### config.mk
export PLATFORM = sky130hd
export DESIGN_NAME = sink
export DESIGN_NICKNAME = d
export VERILOG_FILES = /design/src/rtl/sink.sv
export SDC_FILE = /design/constraint.sdc
export NUM_CORES = 1
export LEC_CHECK = 0
export ABC_AREA = 1
export CAP_MARGIN = 40
export CORE_MARGIN = 10
export CORE_UTILIZATION = 30
export CTS_CLUSTER_DIAMETER = 120
export CTS_CLUSTER_SIZE = 16
export DETAILED_ROUTE_END_ITERATION = 8
export GPL_TIMING_DRIVEN = 0
export PLACE_DENSITY_LB_ADDON = 0.2
export SYNTH_ARGS = -nofsm -noshare
export SYNTH_HDL_FRONTEND = slang
export SYNTH_SLANG_ARGS = --single-unit
### constraint.sdc
create_clock -name clk -period 4.3 [get_ports clk]
set_input_delay 0.86 -clock clk [delete_from_list [all_inputs] [get_ports clk]]
set_output_delay 0.86 -clock clk [all_outputs]
set_load 0.02 [all_outputs]
### src/rtl/sink.sv
// Receiving end of a two-phase req/ack link. Each req transition delivers one flit, which is
// captured into a small FIFO and acknowledged with an ack transition. The FIFO drains at a
// programmable rate, and every drained flit is checked against a fixed expected payload.
module sink #(
  parameter int unsigned ID           = 0,
  parameter int unsigned SIZE         = 8,
  parameter int unsigned DEPTH        = 4,
  parameter int unsigned DRAIN_PERIOD = 1,
  parameter int unsigned EXPECTED     = 4,
  parameter bit          CHECK        = 1'b1
) (
  input  logic            clk,
  input  logic            reset,
  input  logic            req,
  input  logic [SIZE-1:0] data,
  output logic            ack,
  output logic [7:0]      count,
  output logic [SIZE-1:0] last_data,
  output logic            error,
  output logic            empty,
  output logic            full
);

  localparam int unsigned PtrW   = $clog2(DEPTH);
  localparam int unsigned OccW   = PtrW + 1;
  localparam int unsigned DrainW = (DRAIN_PERIOD > 1) ? $clog2(DRAIN_PERIOD) : 1;

  localparam logic [OccW-1:0]   OccFull    = OccW'(DEPTH);
  localparam logic [DrainW-1:0] DrainLast  = DrainW'(DRAIN_PERIOD - 1);
  localparam logic [SIZE-1:0]   ExpPayload = SIZE'(EXPECTED);

  // ID only labels log output in simulation; keep it referenced so it is not flagged as unused.
  logic unused_id;
  assign unused_id = ^ID;

  // Input stage: req/data are registered before use, so accept happens one edge after the toggle.
  logic            req_q, req_d;
  logic [SIZE-1:0] data_q, data_d;

  logic            req_seen_q, req_seen_d;
  logic            ack_q, ack_d;
  logic [PtrW-1:0] wptr_q, wptr_d;
  logic [PtrW-1:0] rptr_q, rptr_d;
  logic [OccW-1:0] occ_q, occ_d;
  logic [DrainW-1:0] drain_q, drain_d;
  logic [7:0]      count_q, count_d;
  logic [SIZE-1:0] last_q, last_d;
  logic            error_q, error_d;
  logic            empty_q, empty_d;
  logic            full_q, full_d;

  logic [SIZE-1:0] mem_q [DEPTH];

  logic            pending;
  logic            accept;
  logic            pop;
  logic [SIZE-1:0] head;

  // Accept/pop decisions are taken on pre-edge occupancy: no write-through into a full FIFO.
  always_comb begin
    pending = req_q ^ req_seen_q;
    accept  = pending && (occ_q != OccFull);
    pop     = (drain_q == DrainLast) && (occ_q != '0);
    head    = mem_q[rptr_q];
  end

  // Next-state logic for the handshake, FIFO bookkeeping, drain timer and statistics.
  always_comb begin
    req_d      = req;
    data_d     = data;
    req_seen_d = req_seen_q;
    ack_d      = ack_q;
    wptr_d     = wptr_q;
    rptr_d     = rptr_q;
    occ_d      = occ_q;
    drain_d    = (drain_q == DrainLast) ? '0 : drain_q + 1'b1;
    count_d    = count_q;
    last_d     = last_q;
    error_d    = error_q;

    if (accept) begin
      req_seen_d = req_q;
      ack_d      = ~ack_q;
      wptr_d     = wptr_q + 1'b1;
    end

    if (pop) begin
      rptr_d = rptr_q + 1'b1;
      last_d = head;
      if (count_q != 8'hFF) begin
        count_d = count_q + 1'b1;
      end
      if (CHECK && (head != ExpPayload)) begin
        error_d = 1'b1;
      end
    end

    unique case ({accept, pop})
      2'b10:   occ_d = occ_q + 1'b1;
      2'b01:   occ_d = occ_q - 1'b1;
      default: occ_d = occ_q;
    endcase

    empty_d = (occ_d == '0);
    full_d  = (occ_d == OccFull);
  end

  // State registers with synchronous active-low reset; reset drops buffered and pending flits.
  always_ff @(posedge clk) begin
    if (!reset) begin
      req_q      <= 1'b0;
      data_q     <= '0;
      req_seen_q <= 1'b0;
      ack_q      <= 1'b0;
      wptr_q     <= '0;
      rptr_q     <= '0;
      occ_q      <= '0;
      drain_q    <= '0;
      count_q    <= '0;
      last_q     <= '0;
      error_q    <= 1'b0;
      empty_q    <= 1'b1;
      full_q     <= 1'b0;
    end else begin
      req_q      <= req_d;
      data_q     <= data_d;
      req_seen_q <= req_seen_d;
      ack_q      <= ack_d;
      wptr_q     <= wptr_d;
      rptr_q     <= rptr_d;
      occ_q      <= occ_d;
      drain_q    <= drain_d;
      count_q    <= count_d;
      last_q     <= last_d;
      error_q    <= error_d;
      empty_q    <= empty_d;
      full_q     <= full_d;
    end
  end

  // FIFO storage; contents need no reset since occupancy gates every read.
  always_ff @(posedge clk) begin
    if (reset && accept) begin
      mem_q[wptr_q] <= data_q;
    end
  end

  assign ack       = ack_q;
  assign count     = count_q;
  assign last_data = last_q;
  assign error     = error_q;
  assign empty     = empty_q;
  assign full      = full_q;

endmodule

## Yosys cells after proc, flatten, opt, wreduce, memory -nomap -nowiden

Memory sizes are Yosys's and may differ from the RTL's. A register that Yosys moved wholly into a read port is not among the register bits.
Index checks and enable logic that the tools add are counted.

| cells by class | value |
|---|---|
| reduce and logical (&&, ||, !) cells | 8 |
| bitwise logic cells | 3 |
| equal/unequal tests | 6 |
| add/subtract/negate cells | 6 |
| multiplexer cells | 5 |

Operators with widths:

| operator | count |
|---|---|
| 8-bit by 1-bit adder with 8-bit output, second input constant | 1 |
| 8-bit by 3-bit != test with 1-bit output, second input constant | 1 |
| 8-bit != test, second input constant | 1 |
| 3-bit case mux with 2 select lines | 1 |
| 2-bit AND reduction | 3 |
| 2-bit by 1-bit adder with 2-bit output, second input constant | 2 |
| 2-bit two-way mux | 2 |
| 3-bit by 1-bit adder with 3-bit output, second input constant | 1 |
| 3-bit equality test, second input constant | 1 |
| 1-bit logical AND | 3 |
| 3-bit logical NOT | 1 |
| 3-bit != test, second input constant | 1 |
| 3-bit nonzero test | 1 |
| 3-bit by 1-bit subtractor with 3-bit output, second input constant | 1 |
| 2-bit by 1-bit equality test with 1-bit output, second input constant | 1 |
| 2-bit equality test, second input constant | 1 |
| 1-bit two-way mux | 2 |
| 1-bit NOT | 2 |
| 1-bit adder, second input constant | 1 |
| 1-bit XOR | 1 |

| storage, ports and cells | value |
|---|---|
| output and inout bits | 20 |
| RAM bits | 32 |
| register bits after elaboration | 38 |
| memories | 1 |

Memory list:

| memory | words | bits a word | read ports | clocked after Yosys merged registers in | wr ports | RTL line | RTL |
|---|---|---|---|---|---|---|---|
| mem_q | 4 | 8 | 1 | 1 | 1 | 52 | `logic [SIZE-1:0] mem_q [DEPTH];` |

## Logic depth before layout (Yosys ltp)

Gate-level depths: netlist of run 1.

| depth | value |
|---|---|
| depth in word-level cells | 5 |
| depth in mapped cells | 14 |

## Least setup slack after synthesis of run 1

OpenSTA, ideal clock, no wires.

| path | value |
|---|---|
| path kind | register -> register |
| from | register occ_q[0] |
| to | register full_q, in the netlist full |
| path buffers | 2 |
| slack | 2.221 ns |
| stages on the path, launching flop included | 15 |
| data arrival time | 2.001 ns |
| cell sequence | dfxtp_1 > inv_2 > nand2_1 > o21bai_2 > inv_2 > buf_2 > buf_6 > ha_1 > inv_1 > fa_1 > a21oi_1 > o21ai_0 > xor2_1 > inv_1 > nor3_1 |

| on the way | value |
|---|---|
| longest elaborated chain between the ends | 5 |
| elaborated cells on any way between the ends | 10 |
| classes of those cells | add/sub: 2; eq/ne: 4; mux: 1; reduce/logical: 3 |

RTL lines:

| item | RTL line | RTL |
|---|---|---|
| start: declaration | 44 | `logic [OccW-1:0] occ_q, occ_d;` |
| start signal: assignment | 117 | `occ_q <= '0;` |
| start signal: assignment | 131 | `occ_q <= occ_d;` |
| 3-bit nonzero test * | 63 | `pop = (drain_q == DrainLast) && (occ_q != '0);` |
| 1-bit logical AND * | 63 |  |
| named net pop | 56 | `logic pop;` |
| 2-bit by 1-bit equality test with 1-bit output or 2-bit equality test (tied branches) | 98 | `unique case ({accept, pop})` |
| 3-bit case mux with 2 select lines * | 98 |  |
| 3-bit equality test * | 105 | `full_d = (occ_d == OccFull);` |
| end signal: assignment | 137 | `full_q <= full_d;` |
| end: declaration | 50 | `logic full_q, full_d;` |

The timed path passes the listed nets; every way through them passes the cells marked *.
A chain may end at the register's enable or synchronous reset.

## Worst setup path in the final report of run 1

| path | value |
|---|---|
| from | input reset |
| to | memory mem_q[3][5] (enable) |

| on the way | value |
|---|---|
| longest elaborated chain between the ends | 3 |

RTL lines:

| item | RTL line | RTL |
|---|---|---|
| start: declaration | 13 | `input logic reset,` |
| 1-bit logical AND | 143 | `if (reset && accept) begin` |
| 1-bit two-way mux | 143 |  |
| 1-bit two-way mux (not written as such) | 144 | `mem_q[wptr_q] <= data_q;` |
| end: declaration | 52 |  |

Every way passes these cells.

==> summary.md, run 1 <==
| Metric | Value |
|---|---|
| Outcome | complete, no violations |
| Antenna Cells | 0 |
| H-tree depth | 3 |
| Post-CTS sizing | 0 |
| CTS Hold Buffers Added | 0 |
| Max Clk Rate | 369 MHz |
| Crit path DAT | 2670 ps |
| PortBufs | 30 |
| Post-synth cell types | 26 |
| Yosys reg bits | 72 |
| Final Hold Vio Count | 0 |
| Postcts setup bufs | 0 |
| Iteration-0 DRC count of the detailed router | 112 |
| Register area share after synthesis | 61.8% |
| Via count | roughly 2,000 |
| Skew final | 8.42 ps |
| WL/cell | ~12 microns |
| Leakage | 1.42 nW |
| Total wire length | between 5000 and 6000 microns |
| Gr usage total | 8.55% |
| Finished Layout Cells | 472 |
| Cell count after synthesis | 297 |
| Final setup viols | 0 |
| GPL Wtd Cong | 0.738 |
| Slew @ Worst Pin | roughly 850 ps |
| Post-layout min period | 2710 ps |
| RSZ-0062 raised after global routing | false |
| CTS tree | yes |
| Detail Route Antenna Nets | 0 |
| Post-synthesis instance area | about 2900 sq um |
| Final worst-path cycle share | a little over three fifths |
| Via density per instance | 4.17 |
| Worst Hold Class | flip-flop to flip-flop |
| Worst-path clk slew | around 80 ps |
| Worst R2R Path Depth | 14 |
| Die area | 13,800 sq um |
| Max FO, Critical Path | 10 |
| DRC viols | 0 |
| Grt ovf | 0 |
| CP Data Required Time | 4260 ps |
| Endpoint type of the worst setup path | flip-flop |
| Root Driver | clkbuf_8 |
| Pin count of the biggest net entering global routing | 13 |
| Warnings from Yosys | 0 |
| Min-delay src | ack |
| Synthesized Nets | around 320 |
| Syn Area/Cell | ~9.6 sq um |
| Clk sink count | between 70 and 80 |
| Most frequent cells in the layout | nand2_1 (77), dfxtp_1 (40), inv_1 (36) |
| Clock Latency Late Sink | 330 ps |
| Hold Path Depth | 1 |
| Setup TNS Final | 0 ps |
| Share of cells above drive strength 1 | 9.62% |
| Die Ht | between 100 and 150 microns |
| IO Pins | 31 |
| First-pass DRT Iterations | 4 |
| PwrDens | 564 nW/um^2 |
| Vias in the first global route | around 2,000 |
| Max cap viols | 0 |
| Placed Cells | between 400 and 500 |
| Synthesis-to-layout area growth | 23.0% |
| Initial antenna violation count | 0 |
| Layout Nets | 357 |
| Most common cell after layout, fill and taps aside | nand2_1 |
| DP HPWL | 4070 microns |
| Setup crit start | reset |
| Final Max Slew Viols | 0 |
| Worst r2r src | occ_q[0] |
| Max rail drop VDD | 0.189 mV |
| Clock buffer depth | 2 |
| Critical Path Start Type | primary input |
| CTS Buf Count | 9 |
| Starting Density | a little under a third |
| Core region area | about 9200 sq um |
| First-pass GRT wire length | 9640 microns |
| Slew HR | 43.2% |
| Horiz. Die Dim | 117 microns |
| # rows | 35 |
| Crit path kind | primary input to flip-flop |
[area by class of cell]
class / count / area, sq um
Clock buffer: 9 / 124
Inverter: 40 / 150
Fill cell: 896 / 5740
Timing Repair Buffer: 31 / 308
Multi-Input combinational cell: 175 / 863
Tap cell: 129 / 161
Clock inverter: 6 / 61.3
Sequential cell: 72 / 1760
Buffer: 10 / 75.1
[state kept, by name (all words and copies together), names as in the netlist, 2 cells and up, named ones only]
signal / cells
mem_q: 32
count: 8
data_q: 8
occ_q: 3
last_data: 8
wptr_q: 2
rptr_q: 2
[cell families (layout without fill, tap and decap cells)]
group           Yosys count  count (layout)  share of synthesized area [%]
fa+ha+maj                 7               7                           3.34
buf+inv                  50              96                           7.90
xor+xnor                  4               4                           1.23
flops                    72              72                           61.8
other cells               1               1                          0.132
compound gates           42              42                           7.77
simple gates            121             121                           17.8
[per-stage QoR]
step	power, W	cell area (sq um)	hold slack, ps	utilization (%)	setup WS (ps)
after CTS	0.00201	3500	462	37.9	1540
after global routing	0.00213	3500	481	37.9	1430
final	0.00198	3500	460	37.9	1590
after detailed placement	0.00150	3320	451	35.9	1180
after global placement	0.00149	3310	450	35.8	1230
after floorplan	0.00127	2850	438	-	2220
[power by group]
part | internal, W | total (W) | switching [W]
combinational | 0.000243 | 0.000608 | 0.000365
clock | 0.000263 | 0.000506 | 0.000243
sequential | 0.000810 | 0.000863 | 0.0000536
[cells in the mapped netlist]
| library cell | instances | area share (%) |
|---|---|---|
| xor2_1 | 3 | 0.92 |
| nor3_4 | 1 | 0.57 |
| a31oi_1 | 1 | 0.22 |
| inv_1 | 36 | 4.7 |
| conb_1 | 1 | 0.13 |
| xnor2_1 | 1 | 0.31 |
| buf_6 | 4 | 1.6 |
| buf_2 | 3 | 0.53 |
| nor2_1 | 15 | 2.0 |
| nand4_1 | 2 | 0.44 |
| ha_1 | 6 | 2.6 |
| o21ai_0 | 18 | 3.2 |
| nor3_1 | 1 | 0.18 |
| nand2_1 | 77 | 10 |
| a21oi_1 | 21 | 3.7 |
| buf_4 | 1 | 0.26 |
| nand2_2 | 2 | 0.44 |
| clkbuf_1 | 2 | 0.26 |
| nand3_1 | 22 | 3.9 |
| dfxtp_1 | 40 | 28 |
| fa_1 | 1 | 0.70 |
| o21bai_2 | 1 | 0.40 |
| inv_2 | 4 | 0.53 |
| and3_1 | 1 | 0.22 |
| a21oi_2 | 1 | 0.31 |
| edfxtp_1 | 32 | 34 |
[critical path, stage by stage]
cell and delay (ps):
clkdlybuf4s50_1 540, clkbuf_1 390, nand2_1 190, nor2_1 680
[worst paths after layout]
path,endpoint,slack [ps]
hold / removal,ack,460
hold reg to reg,ack,460
setup reg to reg,full,1940
setup / recovery,mem_q[3][5],1590
[metal layers]
metal	routed length, microns	vias to the layer above	global-route usage, %	share of wire [%]
li1	-	1037	-	-
met1	2660	895	10.3	47
met2	2670	25	13.6	47
met3	194	9	2.30	3.4
met4	116	0	4.71	2.1
met5	0	-	0	0
Power figures use the tool's default switching activity.
==> run 2, diff against run 1 <==
Clock period 4.3 ns to 2.4 ns, I/O delays scaled along.
==> run 2 against run 1 <==
Effect of this change:
- design area grew 1.3%
- first-iteration DRC count shrank 37%
- critical path depth increased by 8
- worst hold slack worse by 0.95 ps
- register-to-register slack worse by 1700 ps
- largest cell class unchanged
- largest power group unchanged
==> summary.md, run 2 (synthesis results as in run 1) <==
| Metric | Value |
|---|---|
| Outcome | complete, no violations |
| WL/cell | 12.0 microns (+0.37%) |
| Sw Ratio | 33.5% (about the same) |
| IO Pins | 31 (unchanged) |
| CP Data Required Time | 2590 ps (-1670 ps) |
| Via density per instance | 4.18 (+0.28%) |
| Gr usage total | 8.55% (unchanged) |
| CTS Buf Count | 9 (unchanged) |
| Final worst slack | 242 ps (-1350 ps) |
| Iteration-0 DRC count of the detailed router | 71 (-37%) |
| Synthesis-to-layout area growth | 24.5% |
| Setup TNS Final | 0 ps (unchanged) |
| Worst R2R Path Depth | 12 (-2) |
| Die area | 13,800 sq um (unchanged) |
| GPL Wtd Cong | 0.738 (unchanged) |
| Endpoint type of the worst setup path | flip-flop |
| Max rail drop VDD | 0.343 mV (+82%) |
| Horiz. Die Dim | 117 microns (unchanged) |
| Clock buffer depth | 2 (unchanged) |
| Root Driver | clkbuf_8 |
| Max cap viols | 0 (unchanged) |
| Crit path DAT | 2350 ps (-320 ps) |
| Die Ht | 117 microns (unchanged) |
| Overall power | 0.00361 W (+82%) |
| Critical Path Start Type | flip-flop |
| Reg2Reg Setup Slack | 240 ps (-1700 ps) |
| R2R Path End | empty |
| Internal power | 0.00240 W (+82%) |
| Detail Route Antenna Nets | 0 (unchanged) |
| Pin count of the biggest net entering global routing | 13 (unchanged) |
| Most frequent cells in the layout | nand2_1 (77), dfxtp_1 (39), inv_1 (36) |
| Reg with most FFs | mem_q |
| Finished Layout Cells | 475 (+0.64%) |
| Slew HR | 63.9% (+21 points) |
| Setup crit start | occ_q[1] |
| Skew final | 6.21 ps (-2.21 ps) |
| Largest register FFs | 32 (unchanged) |
| Worst path cell trace | inv_1 > nand2_1 > o21bai_2 > inv_4 > buf_8 > ha_1 > inv_1 > fa_1 > nor2_1 > a21oi_1 > nand2_1 > o21ai_0 |
| Min-delay src | ack |
| CTS tree | yes |
| Fill count | 895 (-0.11%) |
| Critical Path Slowest Stage Cell | fa_1 |
| Starting Density | 30.8% (unchanged) |
| Post-layout min period | roughly 2200 ps |
| Final Max Slew Viols | 0 (unchanged) |
| Antenna Cells | 0 (unchanged) |
| Max Clk Rate | roughly 460 MHz |
| RSZ-0062 raised after global routing | true |
| First-pass DRT Iterations | 4 (unchanged) |
| Hold Path Depth | 1 (unchanged) |
| Clk pwr share | 25.1% (-0.5 points) |
| Total wire length | 5700 microns (+1.0%) |
| Placed Cells | 457 (unchanged) |
| Layout Nets | 360 (+0.84%) |
| Clock Latency Late Sink | 330 ps (about the same) |
| Clk sink count | 72 (unchanged) |
| Final Hold Vio Count | 0 (unchanged) |
| Leakage | 1.44 nW (+1.3%) |
| Final worst-path cycle share | 89.9% |
| Worst r2r src | occ_q[1] |
| DRC viols | 0 (unchanged) |
| Worst Hold Class | flip-flop to flip-flop |
| Core region area | 9240 sq um (unchanged) |
| Crit path largest cell delay | 410 ps (-270 ps) |
| Combinational share of power | 32.0% (+1.2 points) |
| Crit path kind | flip-flop to flip-flop |
| First-pass GRT wire length | 9630 microns (-0.15%) |
| Grt ovf | 0 (unchanged) |
| Max FO, Critical Path | 10 (unchanged) |
| # rows | 35 (unchanged) |
| PortBufs | 30 (unchanged) |
| Setup Slack @ Placement | -341 ps (-1520 ps) |
| H-tree depth | 3 (unchanged) |
| Vias in the first global route | 1,991 (unchanged) |
| Via count | 1,984 (+0.92%) |
| Hold path endpoint | ack |
| Initial antenna violation count | 0 (unchanged) |
| DP HPWL | 4070 microns (unchanged) |
| Most common cell after layout, fill and taps aside | nand2_1 |
| Final setup viols | 0 (unchanged) |
| Share of cells above drive strength 1 | 11.8% (+2.2 points) |
| Slew @ Worst Pin | 541 ps (-307 ps) |
| Worst-path clk slew | 70 ps (about the same) |
| PwrDens | 1020 nW/um^2 (+80%) |
| Flop pwr share | 42.9% (-0.8 points) |
| Net Sw Power | 0.00121 W (+82%) |
[run 2: cell count changes in the layout (fill, tap and decap cells not counted)]
cell,before,now
nor2_1,15,12
buf_6,4,3
dfxtp_1,40,39
nor2_2,0,3
dfxtp_2,0,1
nor3_2,0,1
nor3_1,1,0
inv_4,0,1
buf_2,3,2
buf_4,2,6
inv_2,4,3
buf_8,0,1
[run 2: worst max path at each step]
stage                     slack, ps           to  cells past startpoint
after floorplan                 320         full                     14
after global placement         -290  mem_q[1][2]                      4
after detailed placement       -340  mem_q[3][1]                      4
after CTS                        20  mem_q[3][3]                      4
after global routing            -20         full                     13
final                           240        empty                     12
[run 2: power groups by stage]
stage | Clock, W | Combinational (W) | Sequential [W]
CTS | 0.000939 | 0.00111 | 0.00155
detailed placement | 0 | 0.00111 | 0.00158
finish | 0.000904 | 0.00115 | 0.00155
global route | 0.000991 | 0.00131 | 0.00157
floorplan | 0 | 0.000603 | 0.00167
global placement | 0 | 0.00110 | 0.00158
[run 2: critical path: cells and delay by family, from the launching register on]
kind / cells / cell delay (ps)
adder cells (fa/ha/maj): 2 / 600
flip-flops: 1 / 320
AND/OR/NAND/NOR: 3 / 270
AO/OA/AOI/OAI: 3 / 400
buffers and inverters: 4 / 420
[run 2: metrics by stage]
stage                     hold WS (ps)  cell area (sq um)  utilization, %
after floorplan                    438               2850               -
final                              459               3550            38.4
after global routing               481               3550            38.4
after CTS                          462               3500            37.9
after detailed placement           451               3320            35.9
after global placement             450               3310            35.8
[run 2: cell type report]
class                   count  area [sq um]  area share, %
clock buffers               9           124           3.49
flip-flops and latches     72          1760           49.7
inverters                  40           153           4.30
multi-input cells         175           876           24.7
clock inverters             6          61.3           1.73
plain buffers               9          73.8           2.08
well taps                 129           161           4.55
repair buffers             35           338           9.52
[run 2: layer usage]
| layer | track usage, % | share of wire [%] |
|---|---|---|
| met5 | 0 | 0 |
| met3 | 2.30 | 3.5 |
| met4 | 4.71 | 2.0 |
| met1 | 10.2 | 47 |
| met2 | 13.6 | 47 |
[run 2: timing repair]
action / 4_1_cts / 5_1_grt
buffers inserted: 0 / 4
gates cloned: 0 / 0
pin swaps: 0 / 1
endpoints found under the setup margin: 1 / 19
resized for setup: 0 / 7
hold buffers: 0 / 0
